--- config.mk ---
export PLATFORM = sky130hd
export DESIGN_NAME = apb_rr_arbiter
export DESIGN_NICKNAME = d
export VERILOG_FILES = /design/src/rtl/apb_arb_pkg.sv /design/src/rtl/apb_rr_pick.sv /design/src/rtl/apb_rr_arbiter.sv
export SDC_FILE = /design/constraint.sdc
export NUM_CORES = 1
export LEC_CHECK = 0
export BUFFER_PORTS_ARGS = -buffer_cell sky130_fd_sc_hd__buf_2
export CAP_MARGIN = 0
export CORE_ASPECT_RATIO = 0.9
export CORE_MARGIN = 2
export CORE_UTILIZATION = 45
export CTS_CLUSTER_DIAMETER = 30
export DETAILED_ROUTE_END_ITERATION = 8
export PLACE_DENSITY_LB_ADDON = 0.12
export RECOVER_POWER = 50
export SYNTH_ARGS = -nofsm -noshare
export SYNTH_HDL_FRONTEND = slang
export SYNTH_HIERARCHICAL = 1
export SYNTH_SLANG_ARGS = --single-unit
--- constraint.sdc ---
create_clock -name ACLK -period 2.63 [get_ports ACLK]
set_input_delay 0.526 -clock ACLK [delete_from_list [all_inputs] [get_ports ACLK]]
set_output_delay 0.526 -clock ACLK [all_outputs]
set_load 0.01 [all_outputs]
--- src/rtl/apb_arb_pkg.sv ---
// Shared definitions for the APB round-robin arbiter: FSM encoding and
// the read-data value returned when a transfer is ended by the watchdog.
package apb_arb_pkg;

    typedef enum logic [1:0] {
        ST_IDLE   = 2'd0,
        ST_SETUP  = 2'd1,
        ST_ACCESS = 2'd2
    } arb_state_e;

    // Replicated across the data width by the arbiter to form an all-zero word.
    localparam logic TIMEOUT_RDATA_BIT = 1'b0;

endpackage

--- src/rtl/apb_rr_pick.sv ---
// Combinational round-robin picker: returns the first requesting index
// strictly after last_i, wrapping around, plus a valid flag.
module apb_rr_pick #(
    parameter int NUM_REQ = 2
) (
    input  logic [NUM_REQ-1:0]         req_i,
    input  logic [$clog2(NUM_REQ)-1:0] last_i,
    output logic                       valid_o,
    output logic [$clog2(NUM_REQ)-1:0] grant_o
);

    localparam int IDX_W = $clog2(NUM_REQ);

    // Scan offsets from farthest to nearest so the nearest requester wins.
    always_comb begin
        int                cand;
        logic [IDX_W-1:0]  w_idx;
        cand    = 0;
        w_idx   = '0;
        valid_o = 1'b0;
        grant_o = '0;
        for (int off = NUM_REQ; off >= 1; off--) begin
            cand = int'(last_i) + off;
            if (cand >= NUM_REQ) begin
                cand = cand - NUM_REQ;
            end
            w_idx = IDX_W'(cand);
            if (req_i[w_idx]) begin
                valid_o = 1'b1;
                grant_o = w_idx;
            end
        end
    end

endmodule

--- src/rtl/apb_rr_arbiter.sv ---
// APB master shared by NUM_REQ requesters. Grants round-robin in IDLE,
// runs one SETUP/ACCESS transfer at a time, and ends a stuck ACCESS phase
// with an error completion once the watchdog reaches TIMEOUT_CYCLES.
module apb_rr_arbiter
    import apb_arb_pkg::*;
#(
    parameter int NUM_REQ        = 2,
    parameter int ADDR_WIDTH     = 32,
    parameter int DATA_WIDTH     = 32,
    parameter int TIMEOUT_CYCLES = 255
) (
    input  logic                                ACLK,
    input  logic                                ARESETn,
    input  logic [NUM_REQ-1:0]                  req_i,
    input  logic [NUM_REQ-1:0]                  write_i,
    input  logic [NUM_REQ-1:0][ADDR_WIDTH-1:0]  addr_i,
    input  logic [NUM_REQ-1:0][DATA_WIDTH-1:0]  wdata_i,
    output logic [NUM_REQ-1:0]                  ready_o,
    output logic [DATA_WIDTH-1:0]               rdata_o,
    output logic                                slverr_o,
    output logic                                timeout_o,
    output logic                                PSEL,
    output logic                                PENABLE,
    output logic                                PWRITE,
    output logic [ADDR_WIDTH-1:0]               PADDR,
    output logic [DATA_WIDTH-1:0]               PWDATA,
    input  logic [DATA_WIDTH-1:0]               PRDATA,
    input  logic                                PREADY,
    input  logic                                PSLVERR
);

    localparam int  IDX_W   = $clog2(NUM_REQ);
    localparam int  CNT_W   = (TIMEOUT_CYCLES > 0) ? $clog2(TIMEOUT_CYCLES + 1) : 1;
    localparam bit  WDOG_EN = (TIMEOUT_CYCLES > 0);
    localparam logic [CNT_W-1:0] CNT_LIMIT = CNT_W'(TIMEOUT_CYCLES);

    arb_state_e             r_state;
    logic [IDX_W-1:0]       r_grant;
    logic [IDX_W-1:0]       r_lastGrant;
    logic [ADDR_WIDTH-1:0]  r_addr;
    logic [DATA_WIDTH-1:0]  r_wdata;
    logic                   r_write;
    logic [CNT_W-1:0]       r_cnt;

    logic                   w_pickValid;
    logic [IDX_W-1:0]       w_pickIdx;
    logic                   w_inAccess;
    logic                   w_slaveDone;
    logic                   w_wdogFire;
    logic                   w_done;

    apb_rr_pick #(
        .NUM_REQ (NUM_REQ)
    ) u_pick (
        .req_i   (req_i),
        .last_i  (r_lastGrant),
        .valid_o (w_pickValid),
        .grant_o (w_pickIdx)
    );

    // A slave response always beats the watchdog in the same cycle.
    assign w_inAccess  = (r_state == ST_ACCESS);
    assign w_slaveDone = w_inAccess && PREADY;
    assign w_wdogFire  = WDOG_EN && w_inAccess && !PREADY && (r_cnt == CNT_LIMIT);
    assign w_done      = w_slaveDone || w_wdogFire;

    // Transfer sequencing and the access-phase watchdog counter.
    always_ff @(posedge ACLK or negedge ARESETn) begin
        if (!ARESETn) begin
            r_state <= ST_IDLE;
            r_cnt   <= '0;
        end else begin
            case (r_state)
                ST_IDLE: begin
                    if (w_pickValid) begin
                        r_state <= ST_SETUP;
                    end
                end
                ST_SETUP: begin
                    r_cnt   <= '0;
                    r_state <= ST_ACCESS;
                end
                ST_ACCESS: begin
                    if (w_done) begin
                        r_state <= ST_IDLE;
                    end else if (r_cnt != {CNT_W{1'b1}}) begin
                        r_cnt <= r_cnt + 1'b1;
                    end
                end
                default: begin
                    r_state <= ST_IDLE;
                end
            endcase
        end
    end

    // Capture the winner's request once at grant; later input changes are ignored.
    always_ff @(posedge ACLK or negedge ARESETn) begin
        if (!ARESETn) begin
            r_grant     <= '0;
            r_lastGrant <= IDX_W'(NUM_REQ - 1);
            r_addr      <= '0;
            r_wdata     <= '0;
            r_write     <= 1'b0;
        end else if ((r_state == ST_IDLE) && w_pickValid) begin
            r_grant     <= w_pickIdx;
            r_lastGrant <= w_pickIdx;
            r_addr      <= addr_i[w_pickIdx];
            r_wdata     <= wdata_i[w_pickIdx];
            r_write     <= write_i[w_pickIdx];
        end
    end

    // APB drive: registered values are only exposed while a transfer is in flight.
    always_comb begin
        PSEL    = (r_state != ST_IDLE);
        PENABLE = w_inAccess;
        PWRITE  = PSEL ? r_write : 1'b0;
        PADDR   = PSEL ? r_addr  : '0;
        PWDATA  = PSEL ? r_wdata : '0;
    end

    // Completion is forwarded in the completing ACCESS cycle; otherwise all zero.
    always_comb begin
        ready_o   = '0;
        rdata_o   = '0;
        slverr_o  = 1'b0;
        timeout_o = 1'b0;
        if (w_slaveDone) begin
            ready_o  = NUM_REQ'(1) << r_grant;
            rdata_o  = PRDATA;
            slverr_o = PSLVERR;
        end else if (w_wdogFire) begin
            ready_o   = NUM_REQ'(1) << r_grant;
            rdata_o   = {DATA_WIDTH{TIMEOUT_RDATA_BIT}};
            slverr_o  = 1'b1;
            timeout_o = 1'b1;
        end
    end

endmodule

# ---- Word level (Yosys, flattened, before mapping)
# Index checks and enable logic that the tools add are counted.
dict set report totals {
  register_bits 77
  romBits 0
  ram_bits 0
  n_memories 0
  latchBits 0
  wordCells 68
}
dict set report classes {
  n_bitwise 0
  n_mul 0
  n_reduce_logical 11
  eq_ne 8
  n_mux 31
  div 0
  order_cmp 5
  n_addsub 5
  shifts 1
}
# cell count
set op_table {}
lappend op_table {{32-bit two-way mux} 7}
lappend op_table {{1-bit two-way mux} 16}
lappend op_table {{8-bit two-way mux} 2}
lappend op_table {{8-bit case mux with 2 select lines} 1}
lappend op_table {{8-bit by 1-bit adder with 8-bit output (second input constant)} 1}
lappend op_table {{8-bit equality test (second input constant)} 1}
lappend op_table {{2-bit two-way mux} 4}
lappend op_table {{8-bit != test (second input constant)} 1}
lappend op_table {{1-bit by 2-bit < comparator with 1-bit output (second input constant)} 3}
lappend op_table {{2-bit case mux with 3 select lines} 1}
lappend op_table {{1-bit logical AND} 4}
lappend op_table {{2-bit by 1-bit != test with 1-bit output (second input constant)} 2}
lappend op_table {{2-bit != test (second input constant)} 2}
lappend op_table {{2-bit nonzero test} 2}
lappend op_table {{1-bit by 2-bit adder with 3-bit output (second input constant)} 1}
lappend op_table {{3-bit by 2-bit >= comparator with 1-bit output (second input constant)} 1}
lappend op_table {{3-bit AND reduction} 1}
lappend op_table {{1-bit by 1-bit adder with 2-bit output (second input constant)} 1}
lappend op_table {{2-bit by 1-bit equality test with 1-bit output (second input constant)} 1}
lappend op_table {{2-bit equality test (second input constant)} 1}
lappend op_table {{2-bit >= comparator (second input constant)} 1}
lappend op_table {{2-bit logical NOT} 1}
lappend op_table {{2-bit AND reduction} 1}
lappend op_table {{1-bit by 1-bit left shift with 2-bit output (first input constant)} 1}
lappend op_table {{other kinds (3)} 4}

# ---- Depth between registers and ports, before layout
dict set report logic_depth {
  depth_word 9
  mapped_depth 7
  depth_no_buf 6
}

# ---- Hierarchy
# The synthesis kept the hierarchy.
# module area_per_inst_um2 cells_per_inst instances
set by_module_without_submodules {}
lappend by_module_without_submodules {apb_rr_arbiter 4403.0 481 1}
lappend by_module_without_submodules {apb_rr_pick 13.8 2 1}

# ---- Worst setup path before layout
# Ideal clock, no wire load.
dict set report synth_path {
  path_kind {reg-to-output}
  from {reg r_state[0]}
  to {out timeout_o}
  arrival_time_ns 1.402
  setup_slack_ns 0.702
  required_time_ns 2.104
  path_stages_with_launch 6
  path_buffers 1
  path_cell_list {dfrtp_1 > inv_1 > ha_1 > buf_2 > inv_1 > nor4_1}
}
dict set report synth_via {
  elab_chain_cells 5
  word_cells_on_any_way 6
  classes_between {1 x eq/ne; 2 x mux; 3 x reduce/logical}
}
# element line_no
set synth_lines {}
lappend synth_lines {{start, declared} apb_rr_arbiter.sv:37} ;# arb_state_e r_state;
lappend synth_lines {{start signal, assigned} apb_rr_arbiter.sv:70} ;# r_state <= ST_IDLE;
lappend synth_lines {{start signal, assigned} apb_rr_arbiter.sv:76} ;# r_state <= ST_SETUP;
lappend synth_lines {{start signal, assigned} apb_rr_arbiter.sv:81} ;# r_state <= ST_ACCESS;
lappend synth_lines {{2-bit equality test *} apb_rr_arbiter.sv:62} ;# assign w_inAccess = (r_state == ST_ACCESS);
lappend synth_lines {{via PENABLE} apb_rr_arbiter.sv:23} ;# output logic PENABLE,
lappend synth_lines {{1-bit logical AND (2 in series)} apb_rr_arbiter.sv:64} ;# assign w_wdogFire = WDOG_EN && w_inAccess && !PREADY && (r_cnt == CNT_LIMIT);
lappend synth_lines {{1-bit two-way mux} apb_rr_arbiter.sv:133} ;# end else if (w_wdogFire) begin
lappend synth_lines {{1-bit two-way mux *} apb_rr_arbiter.sv:129} ;# if (w_slaveDone) begin
lappend synth_lines {{end, declared} apb_rr_arbiter.sv:21} ;# output logic timeout_o,
# The timed path passes the listed nets; every way through them passes the cells marked *.

# ---- Worst setup path in the final report
dict set report layout_path {
  from {reg r_cnt[0]}
  to {out ready_o[0]}
}
dict set report layout_via {
  elab_chain_cells 4
}
# element line_no
set layout_lines {}
lappend layout_lines {{start, declared} apb_rr_arbiter.sv:43} ;# logic [CNT_W-1:0] r_cnt;
lappend layout_lines {{start signal, assigned} apb_rr_arbiter.sv:87} ;# r_cnt <= r_cnt + 1'b1;
lappend layout_lines {{8-bit equality test} apb_rr_arbiter.sv:64}
lappend layout_lines {{1-bit logical AND} apb_rr_arbiter.sv:64}
lappend layout_lines {{2-bit two-way mux} apb_rr_arbiter.sv:133}
lappend layout_lines {{2-bit two-way mux} apb_rr_arbiter.sv:129}
lappend layout_lines {{end, declared} apb_rr_arbiter.sv:18} ;# output logic [NUM_REQ-1:0] ready_o,
# Every way passes these cells.

==> flow_summary_export.csv <==
group,metric,value,unit
critical_path,end_kind,"output port",
logic_synthesis,ys_ff_latch,77,
clock_network,cts-htree-levels,3,
die,num_rows,34,
critical_path,required,2.10,ns
detailed_routing,drtIter0Drc,165,
sta,setup_viol,0,
die,dieArea,10600,um^2
clock_network,clkTransAtPathRegs,0.08,ns
detailed_routing,num_vias,4300,
sta,finalHoldViolations,0,
sta,report.final.slew_viol_count,78,
clock_network,postCtsHoldBufs,0,
sta,setup_slack,0.212,ns
clock_network,cts_repair_resize_count,0,
logic_synthesis,ys.flop_type,"dfrtp_1",
logic_synthesis,async_flop_share,100,%
global_routing,grt_use_total,22.8,%
die,initial_core_util,45.9,%
sta,fin_crit,2.42,ns
clock_network,cts.path.max_buffers,2,
sta,rsz0062_at_grt,"false",
cells_and_area,fill_cells,848,
cells_and_area,num_antenna_cells,0,
cells_and_area,synthToLayoutAreaGrowth,37.2,%
placement,portBuffers,270,
sta,fmax,414,MHz
power,powerDensity,963,nW/um^2
placement,pre_cts_ws,0.578,ns
status,violations,"max-capacitance violations, max-slew violations",
power,p_leak,3.40,nW
placement,placed_cell_area,5900,um^2
logic_synthesis,syn_area_per_cell,9.14,um^2
die,die_w,108,um
critical_path,crit_fanout,7,
logic_synthesis,synth_edf_count,0,
cells_and_area,postLayoutCellArea,6060,um^2
logic_synthesis,syn-num-nets,655,
power,power,5.83,mW
clock_network,cts_made_buffers,9,
clock_network,post-cts-setup-buffer-count,0,
sta,relSlewSlack,-25.0,%
critical_path,rrSetupSlack,0.37,ns
detailed_routing,drt_pass1_iterations,4,
global_routing,grt_pass1_vias,4049,
clock_network,tritoncts,"built",
detailed_routing,wl_per_cell,14.3,um
logic_synthesis,syn_area,4420,um^2
sta,period_share,91.9,%
logic_synthesis,syn_inst,483,
global_routing,gr-total-overflow,0,
sta,tns,0,ns
sta,finClkSkew,0.0116,ns
placement,globalplace.congestion,0.847,
detailed_routing,vias_per_cell,4.96,
detailed_routing,wirelength,12400,um
global_routing,grt_max_degree,78,
cells_and_area,fin_cells,867,
placement,place_hpwl,9470,um
clock_network,cts_root_buffer,"clkbuf_8",
status,status,"complete, but fails checks",
die,die_h,98.0,um
cells_and_area,final_nets,908,
logic_synthesis,seq_area_frac_synth,43.7,%
detailed_routing,drtAntennaViolNets,0,
logic_synthesis,yosysUniqueCellTypes,39,
clock_network,clock_latency,0.35,ns
power,ir_worst_vdd,0.000479,V
die,design.portCount,271,
critical_path,path_class,"reg -> out",
placement,dpl.cell_count,851,
detailed_routing,drc_errors,0,
worst_hold_path,worstHoldPathType,"in -> reg",
cells_and_area,final_layout_size_suffix_gt1_share,40.9,%
critical_path,start_kind,"flip-flop",
global_routing,grt_pass1_wl,19100,um
global_routing,antenna_found_initial,0,
critical_path,arrival,1.89,ns
clock_network,cts_sinks,77,
job,drv_cap,1,
logic_synthesis,ys_warn_count,6,
die,core,9610,um^2
sta,worst_slew_pin_slew,1.87,ns
-- logic make-up (layout without fill, tap and decap cells) --
group,count (synthesis),count (layout),synth area share (%)
AOI/OAI and AO/OA,86,86,11.5
adders and majority gates,4,4,1.13
DFF,77,77,43.7
buffers and inverters,44,302,4.22
muxes,66,66,15.1
and+or+nand+nor,206,206,24.4
-- Yosys cell counts, types with 2 or more instances --
cell type | number | share of area, %
a21oi_1 | 5 | 0.57
nor2_1 | 2 | 0.17
buf_2 | 5 | 0.57
ha_1 | 4 | 1.1
and3_1 | 34 | 4.8
o21ai_0 | 67 | 7.6
buf_4 | 4 | 0.68
or4_1 | 2 | 0.34
clkbuf_1 | 29 | 2.5
o211ai_1 | 3 | 0.51
inv_1 | 6 | 0.51
nor3_1 | 2 | 0.23
mux2i_1 | 65 | 15
dfrtp_1 | 76 | 43
nor2b_1 | 66 | 9.3
nand2_1 | 83 | 7.1
nand3_1 | 8 | 0.91
-- report_power, final --
group / leakage (nW) / switching [mW] / internal, mW / total [mW]
Sequential: 0.958 / 0.282 / 1.72 / 2.00
Clock: 0.0858 / 0.433 / 0.441 / 0.873
Combinational: 2.35 / 1.72 / 1.23 / 2.96
Total: 3.40 / 2.44 / 3.40 / 5.83
-- cell usage in the layout, fill, tap and decap left out, drive strengths merged, types with 3 or more instances in the layout --
cell type,synthesis,layout
buf,9,278
nand2,83,83
dfrtp,76,76
o21ai,67,67
nor2b,66,66
mux2i,65,65
and3,35,35
clkbuf,29,13
nand3,8,8
inv,6,6
a21oi,5,5
ha,4,4
o211ai,3,3
clkinvlp,0,3
-- state kept, by name, indices dropped and copies added (netlist names) --
register,cells
r_lastGrant,1
r_addr,32
r_state,2
r_grant,1
r_wdata,32
r_cnt,8
r_write,1
-- area by class of cell --
class	instances	area (um^2)	area share, %
clock inverter	5	61.3	1.01
inverter	6	22.5	0.372
sequential	77	1930	31.8
timing repair buffer	280	1450	23.9
clock buffer	11	131	2.17
multi-input combinational	362	2310	38.1
tap	126	158	2.60
-- worst paths after layout --
check	from	to	cells past startpoint
min in group asynchronous	ARESETn	r_addr[19]$_DFFE_PN0P_	1
min	addr_i[14]	r_addr[14]$_DFFE_PN0P_	3
max	r_cnt[0]$_DFFE_PN0P_	ready_o[0]	5
max in group asynchronous	ARESETn	r_wdata[11]$_DFFE_PN0P_	1
min reg2reg	r_addr[10]$_DFFE_PN0P_	r_addr[10]$_DFFE_PN0P_	2
max reg2reg	r_state[0]$_DFFE_PN0P_	r_addr[9]$_DFFE_PN0P_	6
-- metal layers --
layer	share of wire (%)	up-vias	global-route usage [%]
met2	53	178	42.9
li1	-	2157	-
met4	1.6	0	6.11
met3	7.7	17	5.67
met1	38	1948	25.2
met5	0	-	0
-- worst max-delay path: stages (launching register included) --
cell,delay [ns]
dfrtp_1,0.44
ha_1,0.29
and4_1,0.30
a41oi_4,0.19
nor3_1,0.17
buf_2,0.16
-- through the flow --
stage / util (%) / hold slack (ns)
after CTS: 63.4 / 0.353
after global routing: 63.0 / 0.462
final: 63.0 / 0.461
after detailed placement: 61.3 / 0.462
after global placement: 61.3 / 0.454
after floorplan: - / 0.230
Note: power is estimated with default switching activity, not from simulation.
